### config.mk
export PLATFORM = sky130hd
export DESIGN_NAME = s_term_dsp_loopback_flat
export DESIGN_NICKNAME = d
export VERILOG_FILES = /design/src/rtl/s_term_dsp_loopback_if.sv /design/src/rtl/s_term_dsp_loopback.sv /design/src/flat_wrapper.sv
export SDC_FILE = /design/constraint.sdc
export NUM_CORES = 1
export LEC_CHECK = 0
export BUFFER_PORTS_ARGS = -buffer_cell sky130_fd_sc_hd__clkbuf_2
export CAP_MARGIN = 20
export CORE_MARGIN = 2
export CORE_UTILIZATION = 45
export CTS_CLUSTER_DIAMETER = 40
export DETAILED_ROUTE_END_ITERATION = 6
export PLACE_DENSITY_LB_ADDON = 0.25
export SLEW_MARGIN = 20
export SYNTH_ARGS = -nofsm -noshare
export SYNTH_HDL_FRONTEND = slang
export SYNTH_SLANG_ARGS = --single-unit
### constraint.sdc
create_clock -name UserCLK -period 1.4 [get_ports UserCLK]
set_clock_uncertainty 0.1 [all_clocks]
set_input_delay 0.14 -clock UserCLK [delete_from_list [all_inputs] [get_ports UserCLK]]
set_output_delay 0.14 -clock UserCLK [all_outputs]
set_load 0.03 [all_outputs]
### src/rtl/s_term_dsp_loopback_if.sv
// Bus bundle for the S-terminal DSP loopback tile: S-wires in, N-wires out,
// config shift chain and built-in test controls.
interface s_term_dsp_loopback_if;
    localparam int unsigned W1    = 4;
    localparam int unsigned W2    = 8;
    localparam int unsigned W4    = 16;
    localparam int unsigned LEN_W = 8;

    // S-side inputs into the tile
    logic [W1-1:0]    S1END;
    logic [W2-1:0]    S2MID;
    logic [W2-1:0]    S2END;
    logic [W4-1:0]    S4END;
    logic [W4-1:0]    SS4END;

    // N-side outputs from the tile
    logic [W1-1:0]    N1BEG;
    logic [W2-1:0]    N2BEG;
    logic [W2-1:0]    N2BEGb;
    logic [W4-1:0]    N4BEG;
    logic [W4-1:0]    NN4BEG;

    // Config shift chain
    logic             cfg_shift;
    logic             cfg_din;
    logic             cfg_load;
    logic             cfg_dout;

    // Built-in test
    logic             test_start;
    logic [LEN_W-1:0] test_len;
    logic             test_busy;
    logic             test_done;
    logic [W4-1:0]    sig_out;

    // Side that drives the S-wires, config and test controls
    modport master (
        output S1END, S2MID, S2END, S4END, SS4END,
        output cfg_shift, cfg_din, cfg_load,
        output test_start, test_len,
        input  N1BEG, N2BEG, N2BEGb, N4BEG, NN4BEG,
        input  cfg_dout, test_busy, test_done, sig_out
    );

    // The loopback tile itself
    modport slave (
        input  S1END, S2MID, S2END, S4END, SS4END,
        input  cfg_shift, cfg_din, cfg_load,
        input  test_start, test_len,
        output N1BEG, N2BEG, N2BEGb, N4BEG, NN4BEG,
        output cfg_dout, test_busy, test_done, sig_out
    );
endinterface

### src/rtl/s_term_dsp_loopback.sv
// S-terminal DSP loopback tile: reverses each S-wire group onto its N-wire
// twin, with a per-group optional pipeline stage chosen by a shifted-in
// config word, plus an LFSR pattern generator / signature test mode.
module s_term_dsp_loopback #(
    parameter logic [15:0] LFSR_SEED = 16'hACE1
) (
    input  logic                  UserCLK,
    input  logic                  resetn,
    s_term_dsp_loopback_if.slave  bus
);
    localparam int unsigned W1    = 4;
    localparam int unsigned W2    = 8;
    localparam int unsigned W4    = 16;
    localparam int unsigned CFG_W = 4;
    localparam int unsigned LEN_W = 8;
    localparam logic [W4-1:0] SIG_POLY = 16'h6801;

    typedef enum logic [1:0] {
        IDLE = 2'd0,
        RUN  = 2'd1,
        DONE = 2'd2
    } state_e;

    logic [W1-1:0]    m1;
    logic [W2-1:0]    m2;
    logic [W2-1:0]    m2b;
    logic [W4-1:0]    m4;
    logic [W4-1:0]    mm4;

    logic [CFG_W-1:0] cfg_sr_q;
    logic [CFG_W-1:0] cfg_act_q;

    logic [W1-1:0]    p1_q;
    logic [W2-1:0]    p2_q;
    logic [W2-1:0]    p2b_q;
    logic [W4-1:0]    p4_q;
    logic [W4-1:0]    pp4_q;

    state_e           state_q;
    logic [LEN_W-1:0] cnt_q;
    logic [W4-1:0]    lfsr_q;
    logic [W4-1:0]    sig_q;
    logic             busy_q;
    logic             done_q;

    logic             lfsr_fb;
    logic [W4-1:0]    sig_d;

    logic [W1-1:0]    n1_c;
    logic [W2-1:0]    n2_c;
    logic [W2-1:0]    n2b_c;
    logic [W4-1:0]    n4_c;
    logic [W4-1:0]    nn4_c;

    // Bit-reversed mapping of each S-wire group onto its N-wire order
    always_comb begin
        m1  = '0;
        m2  = '0;
        m2b = '0;
        m4  = '0;
        mm4 = '0;
        for (int i = 0; i < int'(W1); i++) m1[i]  = bus.S1END[int'(W1) - 1 - i];
        for (int i = 0; i < int'(W2); i++) m2[i]  = bus.S2MID[int'(W2) - 1 - i];
        for (int i = 0; i < int'(W2); i++) m2b[i] = bus.S2END[int'(W2) - 1 - i];
        for (int i = 0; i < int'(W4); i++) m4[i]  = bus.S4END[int'(W4) - 1 - i];
        for (int i = 0; i < int'(W4); i++) mm4[i] = bus.SS4END[int'(W4) - 1 - i];
    end

    // Config shift chain; a load in the same cycle as a shift captures the pre-shift word
    always_ff @(posedge UserCLK or negedge resetn) begin
        if (!resetn) begin
            cfg_sr_q  <= '0;
            cfg_act_q <= '0;
        end else begin
            if (bus.cfg_shift) cfg_sr_q  <= {cfg_sr_q[CFG_W-2:0], bus.cfg_din};
            if (bus.cfg_load)  cfg_act_q <= cfg_sr_q;
        end
    end

    // Group pipeline stages load unconditionally so a config switch never shows stale data
    always_ff @(posedge UserCLK or negedge resetn) begin
        if (!resetn) begin
            p1_q  <= '0;
            p2_q  <= '0;
            p2b_q <= '0;
            p4_q  <= '0;
            pp4_q <= '0;
        end else begin
            p1_q  <= m1;
            p2_q  <= m2;
            p2b_q <= m2b;
            p4_q  <= m4;
            pp4_q <= mm4;
        end
    end

    // LFSR feedback taps and next signature (shift with polynomial fold, then mix S inputs)
    always_comb begin
        lfsr_fb = lfsr_q[15] ^ lfsr_q[13] ^ lfsr_q[12] ^ lfsr_q[10];
        sig_d   = {sig_q[W4-2:0], 1'b0}
                ^ (sig_q[W4-1] ? SIG_POLY : '0)
                ^ bus.S4END
                ^ {bus.S2END, bus.S2MID};
    end

    // Test sequencer: IDLE -> RUN for test_len cycles -> one DONE cycle -> IDLE
    always_ff @(posedge UserCLK or negedge resetn) begin
        if (!resetn) begin
            state_q <= IDLE;
            cnt_q   <= '0;
            lfsr_q  <= LFSR_SEED;
            sig_q   <= '0;
            busy_q  <= 1'b0;
            done_q  <= 1'b0;
        end else begin
            case (state_q)
                IDLE: begin
                    done_q <= 1'b0;
                    if (bus.test_start && (bus.test_len != '0)) begin
                        state_q <= RUN;
                        cnt_q   <= bus.test_len;
                        lfsr_q  <= LFSR_SEED;
                        sig_q   <= '0;
                        busy_q  <= 1'b1;
                    end
                end
                RUN: begin
                    lfsr_q <= {lfsr_q[W4-2:0], lfsr_fb};
                    cnt_q  <= cnt_q - LEN_W'(1);
                    sig_q  <= sig_d;
                    if (cnt_q == LEN_W'(1)) begin
                        state_q <= DONE;
                        busy_q  <= 1'b0;
                        done_q  <= 1'b1;
                    end
                end
                DONE: begin
                    state_q <= IDLE;
                    done_q  <= 1'b0;
                end
                default: begin
                    state_q <= IDLE;
                    busy_q  <= 1'b0;
                    done_q  <= 1'b0;
                end
            endcase
        end
    end

    // N-wire selection: passthrough or pipelined per group, overridden by the LFSR while testing
    always_comb begin
        n1_c  = cfg_act_q[0] ? p1_q  : m1;
        n2_c  = cfg_act_q[1] ? p2_q  : m2;
        n2b_c = cfg_act_q[1] ? p2b_q : m2b;
        n4_c  = cfg_act_q[2] ? p4_q  : m4;
        nn4_c = cfg_act_q[3] ? pp4_q : mm4;
        if (state_q == RUN) begin
            n4_c  = lfsr_q;
            nn4_c = ~lfsr_q;
            n2_c  = lfsr_q[W2-1:0];
            n2b_c = lfsr_q[W4-1:W2];
            n1_c  = lfsr_q[W1-1:0];
        end
    end

    assign bus.N1BEG     = n1_c;
    assign bus.N2BEG     = n2_c;
    assign bus.N2BEGb    = n2b_c;
    assign bus.N4BEG     = n4_c;
    assign bus.NN4BEG    = nn4_c;
    assign bus.cfg_dout  = cfg_sr_q[CFG_W-1];
    assign bus.test_busy = busy_q;
    assign bus.test_done = done_q;
    assign bus.sig_out   = sig_q;

endmodule

### src/flat_wrapper.sv
// flat-port wrapper written by rule: the top's interface ports become plain ports
module s_term_dsp_loopback_flat 
#(
    parameter logic [15:0] LFSR_SEED = 16'hACE1
)
  (UserCLK, resetn, bus_S1END, bus_S2MID, bus_S2END, bus_S4END, bus_SS4END, bus_cfg_shift, bus_cfg_din, bus_cfg_load, bus_test_start, bus_test_len, bus_N1BEG, bus_N2BEG, bus_N2BEGb, bus_N4BEG, bus_NN4BEG, bus_cfg_dout, bus_test_busy, bus_test_done, bus_sig_out);
  s_term_dsp_loopback_if bus_i ();
  input  logic UserCLK;
  input  logic resetn;
  input wire logic [$bits(bus_i.S1END)-1:0] bus_S1END;
  input wire logic [$bits(bus_i.S2MID)-1:0] bus_S2MID;
  input wire logic [$bits(bus_i.S2END)-1:0] bus_S2END;
  input wire logic [$bits(bus_i.S4END)-1:0] bus_S4END;
  input wire logic [$bits(bus_i.SS4END)-1:0] bus_SS4END;
  input wire logic [$bits(bus_i.cfg_shift)-1:0] bus_cfg_shift;
  input wire logic [$bits(bus_i.cfg_din)-1:0] bus_cfg_din;
  input wire logic [$bits(bus_i.cfg_load)-1:0] bus_cfg_load;
  input wire logic [$bits(bus_i.test_start)-1:0] bus_test_start;
  input wire logic [$bits(bus_i.test_len)-1:0] bus_test_len;
  output wire logic [$bits(bus_i.N1BEG)-1:0] bus_N1BEG;
  output wire logic [$bits(bus_i.N2BEG)-1:0] bus_N2BEG;
  output wire logic [$bits(bus_i.N2BEGb)-1:0] bus_N2BEGb;
  output wire logic [$bits(bus_i.N4BEG)-1:0] bus_N4BEG;
  output wire logic [$bits(bus_i.NN4BEG)-1:0] bus_NN4BEG;
  output wire logic [$bits(bus_i.cfg_dout)-1:0] bus_cfg_dout;
  output wire logic [$bits(bus_i.test_busy)-1:0] bus_test_busy;
  output wire logic [$bits(bus_i.test_done)-1:0] bus_test_done;
  output wire logic [$bits(bus_i.sig_out)-1:0] bus_sig_out;
  assign bus_i.S1END = bus_S1END;
  assign bus_i.S2MID = bus_S2MID;
  assign bus_i.S2END = bus_S2END;
  assign bus_i.S4END = bus_S4END;
  assign bus_i.SS4END = bus_SS4END;
  assign bus_i.cfg_shift = bus_cfg_shift;
  assign bus_i.cfg_din = bus_cfg_din;
  assign bus_i.cfg_load = bus_cfg_load;
  assign bus_i.test_start = bus_test_start;
  assign bus_i.test_len = bus_test_len;
  assign bus_N1BEG = bus_i.N1BEG;
  assign bus_N2BEG = bus_i.N2BEG;
  assign bus_N2BEGb = bus_i.N2BEGb;
  assign bus_N4BEG = bus_i.N4BEG;
  assign bus_NN4BEG = bus_i.NN4BEG;
  assign bus_cfg_dout = bus_i.cfg_dout;
  assign bus_test_busy = bus_i.test_busy;
  assign bus_test_done = bus_i.test_done;
  assign bus_sig_out = bus_i.sig_out;
  s_term_dsp_loopback #(.LFSR_SEED(LFSR_SEED)) u_core (.UserCLK(UserCLK), .resetn(resetn), .bus(bus_i));
endmodule
## Word level (Yosys, flattened, before mapping)

Cells that the tools add are included.
Widths: inputs -> output; s select.

| storage, ports and cells | value |
|---|---|
| register bits after elaboration | 104 |
| input port bits | 66 |
| output and inout port bits | 71 |
| word-level logic and storage cells | 59 |

| cells by class | value |
|---|---|
| $add $sub $neg | 1 |
| equality and inequality tests | 5 |
| mux-type cells | 25 |
| bitwise logic cells | 8 |
| reductions and logical operators | 7 |

Operators by type and width:

| operator | number |
|---|---|
| $mux 16 | 6 |
| $pmux 16 s2 | 2 |
| $xor 16x16->16 | 3 |
| $mux 8 | 5 |
| $not 16->16 | 1 |
| $pmux 8 s2 | 1 |
| $mux 15 | 1 |
| $eq 8x1->1 const B | 1 |
| $mux 4 | 2 |
| $reduce_bool 8->1 | 1 |
| $sub 8x1->8 const B | 1 |
| $mux 1 | 4 |
| $mux 2 | 2 |
| $ne 2x1->1 const B | 2 |
| $pmux 2 s2 | 1 |
| $reduce_and 2->1 | 2 |
| $pmux 1 s3 | 1 |
| $reduce_and 3->1 | 1 |
| $xor 1x1->1 | 3 |
| $eq 2x1->1 const B | 1 |
| $eq 2x2->1 const B | 1 |
| $logic_not 2->1 | 1 |
| $reduce_bool 2->1 | 1 |
| $logic_and 1x1->1 | 1 |
| $not 1->1 | 1 |

## Depth between registers and ports, before layout

| depth | value |
|---|---|
| word-level depth | 5 |
| mapped depth | 6 |
| gate-level depth less buffers | 6 |

## Least setup slack after synthesis

No wires, ideal clock.

| path | value |
|---|---|
| path kind | reg-to-output |
| start | register u_core.state_q[0] |
| end | output port bus_NN4BEG[10] |
| data arrival time | 1544 ps |
| required time | 1160 ps |
| setup slack | -384 ps |
| cell stages (with the launch flop) | 6 |
| path buffers | 3 |
| cells stage by stage | dfrtp_1 > nor2b_1 > buf_4 > buf_4 > buf_2 > a21oi_1 |

| on the way | value |
|---|---|
| cells in the longest elaborated chain, start to end | 2 |

Ends and longest elaborated chain:

| element | line | text |
|---|---|---|
| start: declaration | s_term_dsp_loopback.sv:39 | `state_e state_q;` |
| start signal: assignment | s_term_dsp_loopback.sv:109 | `state_q <= IDLE;` |
| start signal: assignment | s_term_dsp_loopback.sv:120 | `state_q <= RUN;` |
| start signal: assignment | s_term_dsp_loopback.sv:132 | `state_q <= DONE;` |
| $eq 2x1->1 | s_term_dsp_loopback.sv:157 | `if (state_q == RUN) begin` |
| $mux 16 | s_term_dsp_loopback.sv:157 |  |
| end: declaration | flat_wrapper.sv:24 | `output wire logic [$bits(bus_i.NN4BEG)-1:0] bus_NN4BEG;` |

No other way between the ends.

## Final worst setup path

| path | value |
|---|---|
| start | register u_core.state_q[1] |
| end | output port bus_NN4BEG[11] |

The elaborated chain is that of the path after synthesis.

==> flow_metrics.py <==
metrics = {
    "placed_design": {
        "dp.cells": 698,
        "place_congestion": 0.803,
        "port_buffers": 136,
        "pre_cts_slack_ns": -0.356,
        "hpwl_um": 9720,
        "post_dp_cell_area_um2": 6750,
    },
    "synthesis": {
        "syn-num-nets": 467,
        "ys_ff_latch": 104,
        "synth_area_leaders": "dfrtp_1, mux2i_1, xnor2_1",
        "async_flop_share_pct": 100,
        "ys_types": 44,
        "yosys.area.top_type": "dfrtp_1",
        "synthMostInstantiatedCell": "dfrtp_1",
        "synth_edf_count": 0,
        "synth_top_area_share_pct": 50.1,
        "synth_flop_cell": "dfrtp_1",
        "avgSynthCellArea_um2": 12.0,
        "netlist_instances": 399,
        "yosys_warnings": 0,
        "syn_area_um2": 4800,
        "yosysSeqAreaShare_pct": 54.5,
        "synth_common_cells": "dfrtp_1, a21oi_1, mux2i_1",
    },
    "pwr": {
        "power_density_nw_per_um2": 2460,
        "worst_ir_drop_vdd_mv": 1.68,
        "p_leak_nw": 3.87,
    },
    "cells_and_area": {
        "fin_area_um2": 8910,
        "drive_gt1_share_pct": 56.1,
        "multi_input_area_um2": 3050,
        "regArea_um2": 2620,
        "final_nets": 738,
        "syn_to_final_growth_pct": 85.7,
        "fillers": 454,
        "diodes": 0,
        "final_cells": 811,
    },
    "sta": {
        "rsz0062_at_grt": "true",
        "setup_tns_ns": -42.42,
        "min_period_ns": 1.95,
        "relSlewSlack_pct": 69.2,
        "fin_ws_ns": -0.554,
        "setup_viol": 96,
        "whs_ns": 0.0473,
        "hold_viol": 0,
        "worst_slew_pin_slew_ns": 0.461,
        "slew_viol_final": 0,
        "max_freq_ghz": 0.512,
        "fin_crit_sh_pct": 140,
    },
    "worst_setup_path": {
        "r2r_slack_ns": -0.55,
        "startpoint_type": "register",
        "ff2ff_path_depth": 8,
        "regToRegStartpoint": "u_core.state_q[1]",
        "critPathKind": "reg -> out",
        "r2r_end": "u_core.cnt_q[1]",
        "cp.required_ns": 1.16,
        "cp_max_fo": 5,
        "crit_path_end_kind": "output port",
        "cp.arrival_ns": 1.71,
    },
    "drt": {
        "via_per_inst": 5.61,
        "drtIter0Drc": 265,
        "routedWlPerCell_um": 22.5,
        "routed_wl_um": 18200,
        "drc_errors": 0,
        "via_count": 4551,
        "final_antenna_net_count": 0,
        "dr.pass1.iters": 4,
    },
    "global_route": {
        "overflow": 0,
        "grt_pass1_wl_um": 25400,
        "grt_use_total_pct": 29.1,
        "grt_pass1_vias": 4685,
        "grt_max_degree": 32,
        "grt_antenna_before_repair": 0,
    },
    "status": {
        "violations": "setup timing",
        "status": "finished, violations left",
    },
    "floorplan": {
        "die_h_um": 107,
        "dieArea_um2": 11500,
        "ios": 137,
        "start_util_pct": 46.5,
        "core-area_um2": 10300,
        "die_w_um": 107,
        "placementRows": 37,
    },
    "clocking": {
        "clk_pin_slew_ns": 0.10,
        "cts_tree": "built",
        "htree_levels": 3,
        "cts_sinks": 104,
        "numCtsBuffers": 9,
        "max-clock-path-buffers": 2,
        "clock_latency_ns": 0.37,
        "root_buffer": "clkbuf_8",
    },
    "hold_path": {
        "worstHoldStart": "bus_S4END[10]",
        "min_path_type": "in -> reg",
        "holdPathEnd": "u_core.bus.sig_out[10]",
        "hold_depth": 3,
    },
    "job": {
        "max-cap-violations": 0,
    },
}
==> where the power goes <==
| part | switching [mW] | leakage [nW] | internal (mW) |
|---|---|---|---|
| logic | 7.97 | 2.56 | 7.32 |
| clock network | 1.08 | 0.0866 | 0.704 |
| registers | 1.02 | 1.22 | 3.85 |
| total | 10.1 | 3.87 | 11.9 |
==> sequential cells by signal, summed over array words and instances, names as in the netlist, 8 cells and up <==
signal / cells
u_core.bus.sig_out: 16
u_core.lfsr_q: 16
u_core.p4_q: 16
u_core.pp4_q: 16
u_core.cnt_q: 8
u_core.p2_q: 8
u_core.p2b_q: 8
==> area by class of cell <==
type                            count  area share, %
Tap cell                          136           1.91
Clock inverter                      4          0.337
Timing Repair Buffer              282           32.4
Inverter                            4          0.169
Clock buffer                       12           1.63
Multi-Input combinational cell    269           34.2
Sequential cell                   104           29.4
==> critical path, cell delays in order, from the launching register on <==
cell	delay [ns]
dfrtp_2	0.46
nor2b_4	0.25
buf_12	0.15
buf_16	0.13
a211oi_4	0.05
a21oi_4	0.15
buf_8	0.15
==> per-layer routing <==
layer	global-route usage (%)	share of wire, %	up-vias
met3	3.65	4.7	30
met1	38.9	41	2351
met2	49.0	53	181
li1	-	-	1989
met4	10.0	2.0	0
met5	0	0	-
==> repair_timing <==
action	in CTS	in global routing
pin swaps	7	19
setup buffers	18	6
hold buffers	59	0
cloned	9	6
resized for setup	156	84
hold endpoints to repair	148	0
endpoints found under the setup margin	96	96
==> per-stage QoR <==
step | utilization, % | total power [mW]
6_report | 86.3 | 21.9
5_1_grt | 86.3 | 22.7
4_1_cts | 82.4 | 20.2
3_5_place_dp | 65.3 | 15.6
3_3_place_gp | 65.3 | 15.4
2_1_floorplan | - | 12.6
==> worst max path at each step <==
stage                 startpoint               to  depth (start not counted)
2_1_floorplan  u_core.state_q[0]   bus_NN4BEG[10]                          5
3_3_place_gp   u_core.state_q[1]    bus_N4BEG[10]                          4
3_5_place_dp   u_core.state_q[1]    bus_N4BEG[13]                          4
4_1_cts        u_core.state_q[1]   bus_NN4BEG[10]                          5
5_1_grt        u_core.state_q[1]  u_core.cnt_q[1]                          8
6_report       u_core.state_q[1]   bus_NN4BEG[11]                          6
==> placed cells by master, fill, tap and decap left out, types with 6 or more instances in the layout <==
cell / n
a211oi_4: 10
a21oi_4: 47
a221o_1: 8
a22o_1: 24
buf_12: 15
buf_4: 43
buf_6: 22
buf_8: 31
clkbuf_2: 83
clkbuf_8: 28
dfrtp_1: 93
dfstp_2: 8
dlygate4sd3_1: 59
mux2_2: 8
mux2i_1: 29
mux2i_2: 7
nand2_1: 6
nor2_4: 19
nor2b_1: 12
xnor2_1: 35
==> cells by family (layout without fill, tap and decap cells) <==
family          Yosys count  count (layout)  share of synthesized area [%]
xor+xnor                 38              38                           6.94
fa+ha+maj                 2               2                          0.522
buf+inv                  31             302                           3.52
simple gates             58              63                           7.46
compound gates          121             121                           17.5
mux                      45              45                           9.60
flops                   104             104                           54.5
Note: power is estimated with default switching activity, not from simulation.
